==> src/rtl/cia_pkg.sv <==
// Shared constants for the pipelined carry-increment adder.
package cia_pkg;

  // Operation encoding on the op input.
  localparam logic OP_ADD = 1'b0;
  localparam logic OP_SUB = 1'b1;

  // Default geometry: operand width and bits per carry-increment block.
  localparam int CIA_WIDTH = 32;
  localparam int CIA_BLK   = 8;

endpackage : cia_pkg

==> src/rtl/cia_blk.sv <==
// One BLK-bit ripple-carry block. It produces the block sum and the block
// carry-out for a given carry-in.
module cia_blk #(
  parameter int BLK = 8
) (
  input  logic [BLK-1:0] a,
  input  logic [BLK-1:0] b,
  input  logic           cin,
  output logic [BLK-1:0] sum,
  output logic           carry
);

  logic c;

  // Bit-serial ripple from LSB to MSB; c carries into the next bit.
  always_comb begin
    c   = cin;
    sum = '0;
    for (int i = 0; i < BLK; i++) begin
      sum[i] = a[i] ^ b[i] ^ c;
      c      = (a[i] & b[i]) | (c & (a[i] ^ b[i]));
    end
    carry = c;
  end

endmodule : cia_blk

==> src/rtl/pipe_cia_adder.sv <==
// Two-stage pipelined carry-increment adder/subtractor.
// Stage 1 computes per-block ripple sums with block carry-in 0 (block 0 uses
// the real carry-in). Stage 2 ripples the block carries upward and increments
// each upper block's sum where a carry arrives.
//
// Handshake: a transfer happens on a rising clk edge where valid && ready.
// A producer holds its data stable while valid is high and ready is low;
// ready never depends on the valid it is paired with.
module pipe_cia_adder
  import cia_pkg::*;
#(
  parameter int WIDTH = CIA_WIDTH,
  parameter int BLK   = CIA_BLK
) (
  input  logic             clk,
  input  logic             rst_n,
  input  logic             in_valid,
  output logic             in_ready,
  input  logic [WIDTH-1:0] a,
  input  logic [WIDTH-1:0] b,
  input  logic             cin,
  input  logic             op,
  output logic             out_valid,
  input  logic             out_ready,
  output logic [WIDTH-1:0] s,
  output logic             cout,
  output logic             ovf
);

  // WIDTH must be a multiple of BLK and at least two blocks wide.
  localparam int NBLK = WIDTH / BLK;

  // Operand conditioning: subtraction is a + ~b + 1.
  logic [WIDTH-1:0] b_eff;
  logic             cin_eff;

  // Stage-1 combinational block results.
  logic [WIDTH-1:0] blk_sum;
  logic [NBLK-1:0]  blk_carry;

  // Stage-1 registers.
  logic             s1_valid;
  logic [WIDTH-1:0] s1_sum;
  logic [NBLK-1:0]  s1_bc;
  logic             s1_sa;
  logic             s1_sb;

  // Stage-2 combinational increment results.
  logic [WIDTH-1:0] fin_sum;
  logic [NBLK-1:0]  fin_carry;
  logic             fin_ovf;

  // Handshake enables.
  logic stage2_ready;
  logic in_xfer;
  logic s2_load;

  // Select effective second operand and carry-in from op.
  always_comb begin
    b_eff   = (op == OP_SUB) ? ~b : b;
    cin_eff = (op == OP_SUB) ? 1'b1 : cin;
  end

  // Stage-1 ripple blocks; only block 0 sees a real carry-in.
  for (genvar k = 0; k < NBLK; k++) begin : g_blk
    cia_blk #(.BLK(BLK)) u_blk (
      .a     (a[k*BLK +: BLK]),
      .b     (b_eff[k*BLK +: BLK]),
      .cin   ((k == 0) ? cin_eff : 1'b0),
      .sum   (blk_sum[k*BLK +: BLK]),
      .carry (blk_carry[k])
    );
  end

  // Pipeline flow control: a stage may load when it is empty or draining.
  always_comb begin
    stage2_ready = !out_valid || out_ready;
    in_ready     = !s1_valid || stage2_ready;
    in_xfer      = in_valid && in_ready;
    s2_load      = s1_valid && stage2_ready;
  end

  // Stage-1 register: capture block sums, block carries and operand signs.
  always_ff @(posedge clk or negedge rst_n) begin
    if (!rst_n) begin
      s1_valid <= 1'b0;
      s1_sum   <= '0;
      s1_bc    <= '0;
      s1_sa    <= 1'b0;
      s1_sb    <= 1'b0;
    end else begin
      if (in_ready) begin
        s1_valid <= in_valid;
      end
      if (in_xfer) begin
        s1_sum <= blk_sum;
        s1_bc  <= blk_carry;
        s1_sa  <= a[WIDTH-1];
        s1_sb  <= b_eff[WIDTH-1];
      end
    end
  end

  // Carry-increment: ripple block carries upward and bump upper block sums.
  always_comb begin
    fin_sum      = s1_sum;
    fin_carry    = '0;
    fin_carry[0] = s1_bc[0];
    for (int k = 1; k < NBLK; k++) begin
      fin_sum[k*BLK +: BLK] = s1_sum[k*BLK +: BLK] + {{(BLK-1){1'b0}}, fin_carry[k-1]};
      fin_carry[k]          = s1_bc[k] | (fin_carry[k-1] & (&s1_sum[k*BLK +: BLK]));
    end
    fin_ovf = (s1_sa == s1_sb) && (fin_sum[WIDTH-1] != s1_sa);
  end

  // Output register: holds while stalled, loads when stage 2 can advance.
  always_ff @(posedge clk or negedge rst_n) begin
    if (!rst_n) begin
      out_valid <= 1'b0;
      s         <= '0;
      cout      <= 1'b0;
      ovf       <= 1'b0;
    end else begin
      if (stage2_ready) begin
        out_valid <= s1_valid;
      end
      if (s2_load) begin
        s    <= fin_sum;
        cout <= fin_carry[NBLK-1];
        ovf  <= fin_ovf;
      end
    end
  end

endmodule : pipe_cia_adder

==> config.mk <==
export PLATFORM = sky130hd
export DESIGN_NAME = pipe_cia_adder
export DESIGN_NICKNAME = d
export VERILOG_FILES = /design/src/rtl/cia_pkg.sv /design/src/rtl/cia_blk.sv /design/src/rtl/pipe_cia_adder.sv
export SDC_FILE = /design/constraint.sdc
export NUM_CORES = 1
export LEC_CHECK = 0
export ABC_CLOCK_PERIOD_IN_PS = 5580
export CAP_MARGIN = 20
export CORE_AREA = 4 4 93 95
export CTS_BUF_LIST = sky130_fd_sc_hd__clkbuf_4
export DETAILED_ROUTE_END_ITERATION = 12
export DIE_AREA = 0 0 97 99
export PLACE_DENSITY_LB_ADDON = 0.2
export SETUP_SLACK_MARGIN = 0.1
export SLEW_MARGIN = 15
export SYNTH_ARGS = -nofsm -noshare
export SYNTH_HDL_FRONTEND = slang
export SYNTH_HIERARCHICAL = 1
export SYNTH_SLANG_ARGS = --single-unit
==> constraint.sdc <==
create_clock -name clk -period 5.58 [get_ports clk]
set_input_delay 1.116 -clock clk [delete_from_list [all_inputs] [get_ports clk]]
set_output_delay 1.116 -clock clk [all_outputs]
set_load 0.005 [all_outputs]
==> results of run 1 <==
-- cells in the mapped netlist --
library cell and n:
nor3_1 1, a21o_1 1, nand4_1 3, a41o_1 1
nand3_1 11, and3_1 3, nand2b_1 3, nand4_2 1
fa_1 32, nor2_1 3, nand2_1 65, dfrtp_1 74
ha_1 6, mux2_2 39, or3_4 1, and4_1 3
buf_2 7, and4_2 1, nand3b_1 1, xnor2_1 3
xor2_1 45, clkbuf_1 8, and3_2 1, inv_1 40
and2_1 1, a211o_1 1, a31oi_1 3, conb_1 1
or2_2 2, o21ai_0 17, a31o_2 1
-- cells by family (layout without fill, tap and decap cells) --
family / after synthesis / after routing
buffers and inverters: 55 / 165
and+or+nand+nor: 100 / 100
xor gates and xnor gates: 48 / 48
muxes: 39 / 39
adders and majority gates: 38 / 38
DFF: 74 / 74
AOI/OAI and AO/OA: 24 / 24
other: 1 / 3
-- power breakdown --
group	switching [mW]	total (mW)	leakage [nW]	internal, mW
clock network	0.182	0.411	0.0917	0.229
registers	0.156	0.886	0.879	0.730
logic	0.275	0.704	1.55	0.429
total	0.613	2.00	2.53	1.39
-- final timing paths --
path	from	to	cells past startpoint	slack [ns]
min reg2reg	s1_sum[4]	s[4]	2	0.48
min in group asynchronous	rst_n	s[4]	1	0.81
max in group asynchronous	rst_n	s[16]	1	4.16
max	cin	s1_sum[7]	15	0.89
max reg2reg	s1_sum[10]	ovf	8	3.14
min	s1_sum[4]	s[4]	2	0.48
-- metal layers --
metal,global-route usage [%],vias up
li1,-,1419
met1,20.2,1466
met2,36.1,60
met3,3.26,10
met4,7.24,0
met5,0,-
-- cell type report --
class                           instances  area [um2]
Clock inverter                          6         105
Inverter                               40         150
Clock buffer                           10        75.1
Sequential cell                        74        1850
Multi-Input combinational cell        252        2190
Tap cell                              102         128
Fill cell                             568        2150
Timing Repair Buffer                  109        1070
-- metrics by stage --
stage | std cells | hold WS, ns | area [um2]
6_report | 593 | 0.477 | 5570
5_1_grt | 593 | 0.496 | 5570
4_1_cts | 593 | 0.473 | 5570
3_5_place_dp | 577 | 0.450 | 5390
3_3_place_gp | 577 | 0.443 | 5390
2_1_floorplan | 381 | 0.433 | 4260
-- layout by cell type (no fill, tap or decap), types with 2 or more instances in the layout --
cell type,synthesis,layout
xnor2_1,3,3
clkbuf_4,0,10
nand2b_1,3,3
and4_1,3,3
conb_1,1,3
o21ai_0,17,17
buf_4,0,5
bufinv_16,0,3
ha_1,6,6
fa_1,32,32
mux2_2,39,39
nor2_1,3,3
and3_1,3,3
clkdlybuf4s50_1,0,103
xor2_1,45,45
a31oi_1,3,3
nand4_1,3,3
dfrtp_1,74,74
nand3_1,11,11
nand2_1,65,65
or2_2,2,2
clkinv_1,0,2
inv_1,40,40
-- critical path: stages --
cell             delay, ns
clkdlybuf4s50_1       0.38
or2_2                 0.29
fa_1                  0.38
inv_1                 0.09
fa_1                  0.18
inv_1                 0.06
fa_1                  0.37
fa_1                  0.39
fa_1                  0.38
fa_1                  0.38
fa_1                  0.37
inv_1                 0.07
fa_1                  0.41
inv_1                 0.06
mux2_2                0.13
-- sequential cells by signal, summed over array words and instances, names as in the netlist --
name and cells:
ovf 1, cout 1, s1_sb 1, s1_bc 4
s1_sa 1, s 32, out_valid 1, s1_sum 32
s1_valid 1
==> results.ini, run 1 <==
[critical_path]
path_max_fanout = 1
critical_path_class = in2reg
worstPathArrival_ns = 5.04
critical_path_required_ns = 5.94
startpoint_type = primary input
worstSetupEndpointType = flip-flop

[synth]
synth_top_family_by_area = adder cells
yosysSeqAreaShare_pct = 43.6
synth_area_leader_cell = dfrtp_1
synth-adder-area-share_pct = 16.8
synth_compound_area_share_pct = 3.27
yosysWarnings = 6
synthesis.area_um2 = 4250
synthTopCellsByArea = dfrtp_1, fa_1, mux2_2
synth_cell_types = 31
syn_area_per_cell_um2 = 11.2
synth-xor-area-share_pct = 9.89
netlist_instances = 379
synth.top_cell.area_share_pct = 43.6
ys_ff_latch = 74
synthSimpleGateAreaFrac_pct = 11.0
muxShareOfSynthArea_pct = 10.3

[routing]
dr_wl_met3_um = 406
top_layer_used = met4
firstDrtPassIters = 6
m1WireLength_um = 3110
drt-total-wl_um = 8430
drcViolationCount = 0
drtIter0Drc = 91
wl_per_cell_um = 14.2
met2_wirelength_um = 4760
dr_total_vias = 2955
via_per_inst = 4.98
ant_nets = 0

[sta]
finalSetupTns_ns = 0
setup_violations = 0
period_share_pct = 84.0
finalHoldViolCount = 0
worst_slew_pin_slew_ns = 0.908
skew_ns = 0.0140
rsz0062_at_grt = false
fmax_mhz = 213
finalMaxSlewViolations = 0
slew_headroom_pct = 39.5
finalCriticalPeriod_ns = 4.69
fin_ws_ns = 0.893

[clock_tree]
clk_pin_slew_ns = 0.12
cts_sinks = 74
insertion_delay_ns = 0.41
ctsLongestPathBuffers = 2
post_cts_buffers = 0
numCtsBuffers = 9
cts_hold_buf = 0
clockRootBuffer = clkbuf_4
ctsHtreeMaxLevel = 3
post_cts_resized = 0
cts_tree = yes

[final_layout]
num_antenna_cells = 0
synthToLayoutAreaGrowth_pct = 31.1
post-route-util_pct = 72.1
drive_gt1_share_pct = 13.4
nNetsFinal = 594

[power]
leakage_nw = 2.53
cellPowerDensity_nw_per_um2 = 359
peakVddDrop_v = 0.000184
p_total_mw = 2.00

[global_route]
grt-ovfl-total = 0
antenna_found_initial = 0
grt_pass1_vias = 3135
grt_use_total_pct = 18.7
grt_pass1_wl_um = 14300
grt_max_degree = 75

[die]
start_util_pct = 55.0
io_pins = 106
die_h_um = 99
fp.dieW_um = 97
dieArea_um2 = 9600
num_rows = 32
coreArea_um2 = 7730

[outcome]
status = complete, no violations

[placement]
hpwl_um = 6440
gp_congestion = 0.803
pre_cts_ws_ns = 0.445
port_buffers = 105

[worst_hold_path]
hold_class = reg2reg

[flow_run]
maxCapViolations = 0

Note: power is estimated with default switching activity, not from simulation.
==> run 2: changes to the inputs <==
ABC_CLOCK_PERIOD_IN_PS = 4400   (was 5580)
CORE_AREA = 4 4 97 99   (was 4 4 93 95)
DIE_AREA = 0 0 101 103   (was 0 0 97 99)
clock period = 4.4 ns   (was 5.58 ns; I/O delays follow)
==> results.ini, run 2 (synthesis results as in run 1) <==
[global_route]
grt_pass1_wl_um = 14300
grt_pass1_vias = 3052
grt-ovfl-total = 0
grt_max_degree = 75
antenna_found_initial = 0
grt_use_total_pct = 17.6

[final_layout]
nNetsFinal = 598
post-route-util_pct = 66.1
layout_commonest_cell = clkdlybuf4s50_1
reg_top3 = s1_sum: 32 flops, s: 32 flops, s1_bc: 4 flops
fin_cells = 601
drive_gt1_share_pct = 23.1
final_cell_mix = clkdlybuf4s50_1, dfrtp_1, nand2_1
fillCellCount = 689
num_antenna_cells = 0
synthToLayoutAreaGrowth_pct = 32.9

[die]
io_pins = 106
die_h_um = 103
coreArea_um2 = 8550
start_util_pct = 49.7
num_rows = 34
fp.dieW_um = 101
dieArea_um2 = 10400

[placement]
port_buffers = 105
gp_congestion = 0.803
hpwl_um = 6640
dp.cells = 586

[clock_tree]
clockRootBuffer = clkbuf_4
cts_hold_buf = 0
numCtsBuffers = 9
cts_sinks = 74
ctsHtreeMaxLevel = 3
cts_tree = yes
insertion_delay_ns = 0.40
clk_pin_slew_ns = 0.12
ctsLongestPathBuffers = 2

[critical_path]
startpoint_type = primary input
reg2reg_to = ovf
crit_slowest_cell = clkdlybuf4s50_1
critical_path_required_ns = 4.74
timing.rr.start = s1_sum[10]
path_cells = clkdlybuf4s50_1, fa_2, inv_2, fa_2, inv_2, fa_2, fa_2, fa_2, fa_2, fa_2, inv_2, fa_1, inv_1, mux2_2
crit_family = adder cells
reg2reg_depth = 8
reg2reg_slack_ns = 2.03
worstSetupEndpointType = flip-flop
critical_path_class = in2reg
cpMostUsedCell = fa_2
path_max_fanout = 1
critPathMaxStageDelay_ns = 0.44
worstPathArrival_ns = 4.56
crit_buf_inv = 5

[sta]
worst_slew_pin_slew_ns = 0.915
period_share_pct = 95.9
rsz0062_at_grt = false
finalMaxSlewViolations = 0
slew_headroom_pct = 39.0
setup_violations = 0
finalHoldViolCount = 0
fmax_mhz = 237
finalCriticalPeriod_ns = 4.22
skew_ns = 0.0146

[routing]
drcViolationCount = 0
via_per_inst = 4.92
drt-total-wl_um = 8560
drtIter0Drc = 63
ant_nets = 0
dr_total_vias = 2955
wl_per_cell_um = 14.2
firstDrtPassIters = 4

[power]
peakVddDrop_v = 0.000170
leakage_nw = 2.51
cellPowerDensity_nw_per_um2 = 422

[worst_hold_path]
hold_class = reg2reg
hp-start = s1_sum[2]
holdPathStages = 2
hold_path_end = s[2]

[outcome]
status = complete, no violations

[flow_run]
maxCapViolations = 0

run 2: timing repair:
action,CTS,global route
gates resized for setup,20,2
setup endpoints to repair,6,4
pin swaps,16,9
buffers inserted,1,0
run 2: through the flow:
stage                     setup WS [ns]  TNS, ns  power, mW  area (um2)  hold slack (ns)
after floorplan                  0.0325        0       1.58        4380            0.433
after global placement           -0.411    -3.19       2.03        5510            0.445
after detailed placement         -0.472    -3.88       2.08        5510            0.447
after CTS                         0.105        0       2.42        5650            0.476
after global routing              0.106        0       2.58        5650            0.500
final                             0.180        0       2.38        5650            0.478
run 2: routing by layer:
layer | global-route usage (%) | up-vias | routed length [um]
li1 | - | 1425 | -
met1 | 21.0 | 1458 | 3470
met2 | 31.9 | 60 | 4570
met3 | 3.04 | 12 | 396
met4 | 6.75 | 0 | 130
met5 | 0 | - | 0
run 2: worst max path at each step:
stage	start	end	slack (ns)	cells after the start
2_1_floorplan	op	s1_sum[7]	0.03	15
3_3_place_gp	b[16]	s1_sum[23]	-0.41	15
3_5_place_dp	b[16]	s1_sum[23]	-0.47	15
4_1_cts	b[16]	s1_sum[23]	0.10	15
5_1_grt	a[16]	s1_sum[23]	0.11	14
6_report	a[24]	s1_sum[31]	0.18	14
run 2: power by group:
group,switching (mW),total (mW),internal [mW],leakage [nW]
registers,0.196,1.12,0.926,0.879
logic,0.363,0.926,0.564,1.58
clock network,0.222,0.335,0.113,0.0555
run 2: final cells by class:
| type | count | area [um2] | share of cell area, % |
|---|---|---|---|
| clock buffers | 10 | 75.1 | 1.33 |
| clock inverters | 4 | 21.3 | 0.376 |
| inverters | 40 | 150 | 2.66 |
| multi-input cells | 252 | 2300 | 40.7 |
| flip-flops and latches | 74 | 1850 | 32.8 |
| well taps | 108 | 135 | 2.39 |
| repair buffers | 113 | 1120 | 19.8 |
run 2: worst reg2reg max path: cells and delay by family (launching register included):
family / cells / cell delay (ns)
adder cells (fa/ha/maj): 1 / 0.24
AND/OR/NAND/NOR: 3 / 0.71
flip-flops: 1 / 0.45
AO/OA/AOI/OAI: 4 / 0.88
